## config.mk

```make
export PLATFORM = sky130hd
export DESIGN_NAME = key_shift_loader
export DESIGN_NICKNAME = d
export VERILOG_FILES = /design/src/rtl/key_shift_loader.sv
export SDC_FILE = /design/constraint.sdc
export NUM_CORES = 1
export LEC_CHECK = 0
export BUFFER_PORTS_ARGS = -buffer_cell sky130_fd_sc_hd__buf_2
export CAP_MARGIN = 30
export CORE_ASPECT_RATIO = 1.5
export CORE_MARGIN = 2
export CORE_UTILIZATION = 65
export CTS_BUF_LIST = sky130_fd_sc_hd__clkbuf_8
export DETAILED_ROUTE_END_ITERATION = 10
export GPL_ROUTABILITY_DRIVEN = 0
export PLACE_DENSITY = 0.82
export SLEW_MARGIN = 20
export SYNTH_ARGS = -nofsm -noshare
export SYNTH_HDL_FRONTEND = slang
export SYNTH_SLANG_ARGS = --single-unit
```

## constraint.sdc

```tcl
create_clock -name clk_i -period 3.2 [get_ports clk_i]
set_input_delay 0.64 -clock clk_i [delete_from_list [all_inputs] [get_ports clk_i]]
set_output_delay 0.64 -clock clk_i [all_outputs]
set_load 0.05 [all_outputs]
```

## src/rtl/key_shift_loader.sv

```systemverilog
// Serial key loader: receives KEY_W bits LSB first plus an even-parity bit,
// then presents the key in parallel only after a good load.
module key_shift_loader #(
    parameter int KEY_W   = 8,
    parameter int TIMEOUT = 16
) (
    input  logic             clk_i,
    input  logic             rst_i,
    input  logic             start_i,
    input  logic             sdata_i,
    input  logic             svalid_i,
    output logic             sready_o,
    output logic [KEY_W-1:0] key_out_o,
    output logic             key_valid_o,
    output logic             busy_o,
    output logic             err_o
);

    localparam int CW = (KEY_W > 1) ? $clog2(KEY_W) : 1;

    localparam logic [2:0] S_IDLE = 3'd0;
    localparam logic [2:0] S_LOAD = 3'd1;
    localparam logic [2:0] S_PAR  = 3'd2;
    localparam logic [2:0] S_DONE = 3'd3;
    localparam logic [2:0] S_ERR  = 3'd4;

    localparam logic [CW-1:0] LAST_BIT = CW'(KEY_W - 1);
    localparam logic [7:0]    GAP_LAST = 8'(TIMEOUT - 1);

    logic [2:0]       state_q, state_d;
    logic [KEY_W-1:0] shreg_q, shreg_d;
    logic [CW-1:0]    cnt_q, cnt_d;
    logic [7:0]       gap_q, gap_d;
    logic [KEY_W-1:0] key_q, key_d;
    logic             rdy_q, rdy_d;
    logic             valid_q, valid_d;
    logic             err_q, err_d;
    logic             xfer;

    assign xfer = svalid_i & rdy_q;

    always_comb begin
        state_d = state_q;
        shreg_d = shreg_q;
        cnt_d   = cnt_q;
        gap_d   = gap_q;
        key_d   = key_q;
        if (start_i) begin
            state_d = S_LOAD;
            shreg_d = '0;
            cnt_d   = '0;
            gap_d   = '0;
            key_d   = '0;
        end else begin
            unique case (state_q)
                S_LOAD: begin
                    if (xfer) begin
                        shreg_d[cnt_q] = sdata_i;
                        gap_d          = '0;
                        if (cnt_q == LAST_BIT) begin
                            cnt_d   = '0;
                            state_d = S_PAR;
                        end else begin
                            cnt_d = cnt_q + 1'b1;
                        end
                    end else if (gap_q == GAP_LAST) begin
                        state_d = S_ERR;
                    end else begin
                        gap_d = gap_q + 8'd1;
                    end
                end
                S_PAR: begin
                    if (xfer) begin
                        gap_d = '0;
                        // Even parity: data bits and parity bit XOR to zero
                        if ((^shreg_q ^ sdata_i) == 1'b0) begin
                            key_d   = shreg_q;
                            state_d = S_DONE;
                        end else begin
                            state_d = S_ERR;
                        end
                    end else if (gap_q == GAP_LAST) begin
                        state_d = S_ERR;
                    end else begin
                        gap_d = gap_q + 8'd1;
                    end
                end
                default: state_d = state_q;
            endcase
        end
    end

    // Outputs come straight from flops so the downstream FSM sees no glitches
    always_comb begin
        rdy_d   = (state_d == S_LOAD) || (state_d == S_PAR);
        valid_d = (state_d == S_DONE);
        err_d   = (state_d == S_ERR);
    end

    always_ff @(posedge clk_i or posedge rst_i) begin
        if (rst_i) begin
            state_q <= S_IDLE;
            shreg_q <= '0;
            cnt_q   <= '0;
            gap_q   <= '0;
            key_q   <= '0;
            rdy_q   <= 1'b0;
            valid_q <= 1'b0;
            err_q   <= 1'b0;
        end else begin
            state_q <= state_d;
            shreg_q <= shreg_d;
            cnt_q   <= cnt_d;
            gap_q   <= gap_d;
            key_q   <= key_d;
            rdy_q   <= rdy_d;
            valid_q <= valid_d;
            err_q   <= err_d;
        end
    end

    assign sready_o    = rdy_q;
    assign busy_o      = rdy_q;
    assign key_out_o   = key_q;
    assign key_valid_o = valid_q;
    assign err_o       = err_q;

endmodule
```

-- Word level (Yosys, flattened, before mapping)
Cells that the tools add are included.
- input port bits: 5
- register bits: 33
- word-level logic and storage cells: 60
- multiplexer cells: 25
- add/sub/neg operators: 2
- order comparisons: 2
- reduce and logical (&&, ||, !) cells: 11
- bitwise gates (word level): 2
- equality and inequality tests: 10
- operator list (cell ; number):
    $mux W8 ; 11
    $mux W3 ; 10
    $eq A3 B2 Y1 const B ; 3
    $add A8 B1 Y8 const B ; 1
    $bwmux W8 ; 1
    $eq A8 B4 Y1 const B ; 1
    $reduce_bool A2 Y1 ; 4
    $reduce_xor A8 Y1 ; 1
    $eq A3 B1 Y1 const B ; 2
    $eq A3 B3 Y1 const B ; 2
    $pmux W3 S2 ; 1
    $lt A3 B4 Y1 const B ; 1
    $reduce_and A2 Y1 ; 2
    $add A3 B1 Y3 const B ; 1
    $demux W1 S3 ; 1
    $ge A3 B1 Y1 const B ; 1
    $ne A3 B3 Y1 const B ; 1
    $reduce_and A3 Y1 ; 1
    $ne A2 B2 Y1 const B ; 1
    $reduce_or A2 Y1 ; 1
    $and A1 B1 Y1 ; 1
    $logic_and A1 B1 Y1 ; 1
    $logic_or A1 B1 Y1 ; 1
    $mux W1 ; 1
    $xor A1 B1 Y1 ; 1

-- Depth between registers and ports, before layout
- word-level depth: 8
- gate-level depth with buffers: 8

-- Worst setup path before layout
No wires, ideal clock.
- kind: input-to-reg
- start point: in sdata_i
- end point: reg valid_q, in the netlist key_valid_o
- stages: 7
- path slack: 1029 ps
- data required time: 3080 ps
- arrival: 2051 ps
- path through: buf_6 xnor2_2 xnor3_1 xor2_2 o31ai_4 nand2_2 and3_1
- cells in the longest elaborated chain, start to end: 6
- RTL lines (item ; line ; text):
    from (decl) ; 10 ; input logic sdata_i,
    $xor A1 B1 Y1 ; 76 ; if ((^shreg_q ^ sdata_i) == 1'b0) begin
    $mux W3 ; 76 ;
    $mux W3 ; 73 ; if (xfer) begin
    $pmux W3 S2 ; 55 ; unique case (state_q)
    $mux W3 ; 48 ; if (start_i) begin
    via state_d[1] ; 30 ; logic [2:0] state_q, state_d;
    $eq A3 B2 Y1 ; 96 ; valid_d = (state_d == S_DONE);
    via valid_d ; 36 ; logic valid_q, valid_d;
    to (signal assigned) ; 117 ; valid_q <= valid_d;
    to (decl) ; 36 ;
The timed path passes the listed nets, and every way through them passes these cells.
A chain may end at the register's enable or synchronous reset.

-- Worst setup path after layout
- start point: reg cnt_q[1]
- end point: reg rdy_q, in the netlist busy_o
- cells in the longest elaborated chain, start to end: 7
- elaborated cells between the ends (all ways): 8
- RTL lines (item ; line ; text):
    from (decl) ; 32 ; logic [CW-1:0] cnt_q, cnt_d;
    from (signal assigned) ; 113 ; cnt_q <= cnt_d;
    $eq A3 B3 Y1 * ; 60 ; if (cnt_q == LAST_BIT) begin
    $mux W3 * ; 60 ;
    $mux W3 * ; 57 ; if (xfer) begin
    $pmux W3 S2 * ; 55 ;
    $mux W3 * ; 48 ;
    $eq A3 B1 Y1 or $eq A3 B2 Y1 (tied branches) ; 95 ; rdy_d = (state_d == S_LOAD) || (state_d == S_PAR);
    $logic_or A1 B1 Y1 * ; 95 ;
    via rdy_d ; 35 ; logic rdy_q, rdy_d;
    to (signal assigned) ; 116 ; rdy_q <= rdy_d;
    to (decl) ; 35 ;
The timed path passes the listed nets; every way through them passes the cells marked *.

==> summary.txt <==
Run status
  – Result of the run: finished, final reports clean

Clocking
  – Clk root buf: sky130_fd_sc_hd__clkbuf_8
  – Worst-path clk slew: 0.07 ns
  – # hold bufs at CTS: 0
  – Max Buffers Root-to-Sink: 2
  – Total number of clock tree sinks: 33
  – Worst skew pair latency: 0.30 ns
  – Deepest level of the CTS H-tree: 2
  – Clock tree from TritonCTS: done
  – Post-CTS setup buffers: 0
  – Number of gates resized after cts: 0
  – Clock buffer count from CTS: 5

Yosys
  – Synthesized instance count: 169
  – Dominant cells by area after synthesis: sky130_fd_sc_hd__dfrtp_1 (47%), sky130_fd_sc_hd__mux2i_1 (5.1%), sky130_fd_sc_hd__nor2_1 (4.0%), sky130_fd_sc_hd__a22o_1 (3.9%), sky130_fd_sc_hd__xor2_1 (3.0%)
  – Yosys top cell area share: 0.4651
  – Area leader, netlist: sky130_fd_sc_hd__dfrtp_1
  – Async SR Flop Fraction: 1.000
  – Post-synthesis mux area share: 0.05074
  – Simple-Gate Fraction of Synth Area: 0.1684
  – Primary flip-flop cell chosen by synthesis mapping: sky130_fd_sc_hd__dfrtp_1
  – Count of unique library cells instantiated by Yosys: 46
  – Synthesized-area fraction occupied by ao, oa, aoi and oai cells: 0.1776
  – Net count after synthesis: 177
  – Sequential fraction of the synthesis area: 0.4651
  – Flip-flop and latch count after synthesis: 33
  – Mean post-synth cell area: 10.51 um^2
  – Synthesized-area fraction occupied by adder cells: 0.02114
  – Synth Cell Area: 1775 um^2
  – Xor-xnor portion of the synthesized cell area: 0.07541
  – Count of flip-flops with a built-in enable after synthesis: 0
  – Synth Warn #: 0
  – Combinational family with the most area after synthesis: compound AO/OA/AOI/OAI gates

Global route
  – Overflow left after global routing: 0
  – Vias in the first global route: 1291
  – GR Util All Layers: 0.2567
  – Global-route wire length before repair: 5.589 mm
  – Initial antenna violation count: 0
  – Maximum number of pins on one net before global-route repair: 34

Timing
  – Final min period: 2.265 ns
  – Number of setup violations in the final report: 0
  – Setup TNS after final layout: 0 ns
  – Fin. Hold Viols: 0
  – Worst-margin pin slew: 0.5629 ns
  – Clock skew: 0.01062 ns
  – Worst slew slack as a fraction of its limit: 0.6239
  – RSZ-0062 raised after global routing: false
  – Share of the clock period used by the worst path after layout: 0.7077
  – Highest clock frequency the design can meet: 441.6 MHz
  – Min Hold Slack: 0.4171 ns
  – Number of max-slew violations in the final report: 0

Critical path
  – Most prevalent standard cell on the critical path: sky130_fd_sc_hd__ha_1
  – Crit-path cells: ha_1 > ha_1 > inv_1 > o21a_1 > a2111oi_2 > o31ai_4 > a21o_1 > a21oi_1
  – Setup CP Type: flop to flop
  – Slowest Stage Delay on Critical Path: 0.54 ns
  – Endpoint kind of the worst setup timing path: flop
  – Cell count of the worst reg-to-reg path: 8
  – Launch point of the worst reg-to-reg path: cnt_q[1]$_DFFE_PP0P_
  – Reg2Reg Capture Point: busy_o$_DFF_PP0_
  – Buf/Inv on CP: 1
  – Arrival time reported for the critical path endpoint: 2.48 ns
  – Critical path launch point type: flop
  – Largest fanout on the critical path: 10
  – Cell class contributing the biggest share of worst-path delay: compound AO/OA/AOI/OAI gates
  – Worst R2R Setup Slack: 0.94 ns
  – Critical-path top delay cell: sky130_fd_sc_hd__dfrtp_1
  – Worst endpoint required time: 3.41 ns

Drt
  – Number of DRC violations after detailed routing: 0
  – Detailed Routing Iterations Pass 1: 4
  – Post-Route WL: 3.431 mm
  – Detailed-route via count: 1331
  – Vias per std cell: 6.023
  – Antenna violation net count after detailed routing: 0
  – Drt wl/cell: 15.52 um
  – Iter 0 DRT Violations: 36

Placement
  – Count of input and output buffers: 16
  – Cell total after placement: 213
  – DP HPWL: 2.510 mm

Run
  – Maxcap violations: 0

Power
  – Power density over cell area: 435.5 nW/um^2
  – Logic gate share of total power: 0.083
  – Internal cell power: 0.6421 mW
  – Portion of total power attributed to sequential cells: 0.507
  – Leakage component of the power: 0.9679 nW
  – Switching pwr: 0.2097 mW
  – Total Power: 0.8517 mW
  – Worst voltage drop across the vdd grid: 0.3295 mV
  – Sw frac: 0.2461
  – Clock power frac: 0.410

Floorplanning
  – Number of top-level pins: 17
  – Die outline height: 68.01 um
  – Core Area: 2648 um^2
  – Die Wd: 46.67 um
  – Placement row count: 23
  – Die Outline Area: 3174 um^2
  – Initial cell density of the core: 0.6706

Final layout
  – Inserted Diodes: 0
  – Post-route non-filler standard cell count: 221
  – Layout cell share with drive strength beyond 1: 0.1848
  – Post-layout utilization of the core: 0.7387
  – Area added between synthesis and finish: 10.15%
  – Net count, final: 191

Hold path
  – Class of the tightest hold or removal check: input pin to async pin
final cells by class:
type	count	area (um^2)
multi-input combinational	121	875.8
inverter	5	18.77
timing repair buffer	17	87.58
fill	198	691.9
tap	37	46.29
sequential	33	825.8
clock inverter	1	5.005
clock buffer	7	96.34
synth_stat cells, drive strengths merged, types with 2 or more instances:
cell type / count
dfrtp: 33
nor2: 19
a21oi: 9
mux2i: 9
nand2: 9
a22o: 8
nor3: 7
xor2: 7
o21ai: 6
and3: 5
buf: 5
clkbuf: 5
inv: 5
o2111ai: 4
xnor2: 4
a21o: 3
ha: 3
nand3b: 3
nor3b: 3
and2: 2
nand2b: 2
nand3: 2
or3: 2
worst reg2reg max path, cell delays in order, from the launching register on:
cell and delay [ns]:
sky130_fd_sc_hd__dfrtp_1 0.54, sky130_fd_sc_hd__ha_1 0.22, sky130_fd_sc_hd__ha_1 0.21, sky130_fd_sc_hd__inv_1 0.08
sky130_fd_sc_hd__o21a_1 0.19, sky130_fd_sc_hd__a2111oi_2 0.45, sky130_fd_sc_hd__o31ai_4 0.15, sky130_fd_sc_hd__a21o_1 0.20
sky130_fd_sc_hd__a21oi_1 0.14
through the flow:
step | worst slack [ns] | cell area [um^2]
after floorplan | 1.029 | 1775
after CTS | 0.9266 | 1956
after detailed placement | 0.7010 | 1854
after global routing | 0.6680 | 1956
final | 0.9354 | 1956
after global placement | 0.8271 | 1854
layer usage:
metal	global-route usage	wire (um)	vias to the layer above
met5	0	0	-
met4	0.1528	98	0
met3	0.08971	121	9
met2	0.4462	1857	25
met1	0.2513	1353	666
li1	-	-	631
power by group through the flow:
stage	clock [mW]	combinational [mW]	sequential, mW
after floorplan	0	0.0596	0.436
after global placement	0	0.0669	0.438
after detailed placement	0	0.0701	0.439
after CTS	0.351	0.0705	0.432
after global routing	0.370	0.0781	0.432
final	0.349	0.0703	0.432
worst max-delay path by stage:
stage | startpoint | slack [ns] | cells after the start | end
floorplan | sdata_i | 1.03 | 7 | key_valid_o$_DFF_PP0_
CTS | cnt_q[1]$_DFFE_PP0P_ | 0.93 | 8 | busy_o$_DFF_PP0_
detailed placement | sdata_i | 0.70 | 6 | key_out_o[7]$_DFFE_PP0P_
finish | cnt_q[1]$_DFFE_PP0P_ | 0.94 | 8 | busy_o$_DFF_PP0_
global placement | sdata_i | 0.83 | 6 | key_out_o[5]$_DFFE_PP0P_
global route | cnt_q[1]$_DFFE_PP0P_ | 0.67 | 8 | busy_o$_DFF_PP0_
sequential cells by signal, indices dropped and copies added, names as in the netlist:
name,cells
key_valid_o,1
busy_o,1
shreg_q,8
gap_q,8
cnt_q,3
err_o,1
state_q,3
key_out_o,8
placed cells by master, fill, tap and decap left out, types with 2 or more instances in the layout:
| cell | instances |
|---|---|
| sky130_fd_sc_hd__xor2_1 | 6 |
| sky130_fd_sc_hd__a21oi_1 | 8 |
| sky130_fd_sc_hd__clkbuf_8 | 7 |
| sky130_fd_sc_hd__mux2i_1 | 9 |
| sky130_fd_sc_hd__ha_1 | 3 |
| sky130_fd_sc_hd__nand2b_1 | 2 |
| sky130_fd_sc_hd__nor2_1 | 19 |
| sky130_fd_sc_hd__nand2_1 | 8 |
| sky130_fd_sc_hd__a22o_1 | 8 |
| sky130_fd_sc_hd__nand3b_1 | 3 |
| sky130_fd_sc_hd__buf_2 | 16 |
| sky130_fd_sc_hd__or3_1 | 2 |
| sky130_fd_sc_hd__dfrtp_1 | 33 |
| sky130_fd_sc_hd__o2111ai_1 | 4 |
| sky130_fd_sc_hd__o21ai_1 | 2 |
| sky130_fd_sc_hd__and3_1 | 5 |
| sky130_fd_sc_hd__inv_1 | 4 |
| sky130_fd_sc_hd__xnor2_1 | 3 |
| sky130_fd_sc_hd__o21ai_0 | 4 |
| sky130_fd_sc_hd__nor3b_1 | 3 |
| sky130_fd_sc_hd__nor3_1 | 6 |
| sky130_fd_sc_hd__nand3_1 | 2 |
| sky130_fd_sc_hd__and2_1 | 2 |
| sky130_fd_sc_hd__a21o_1 | 3 |
cell families (layout without fill, tap and decap cells):
| logic type | Yosys count | count (layout) |
|---|---|---|
| multiplexers | 9 | 9 |
| AO/OA/AOI/OAI | 39 | 39 |
| flip-flops | 33 | 33 |
| XOR/XNOR | 12 | 12 |
| adder cells (fa/ha/maj) | 3 | 3 |
| AND/OR/NAND/NOR | 58 | 58 |
| buffers and inverters | 15 | 30 |
Power figures use the tool's default switching activity.
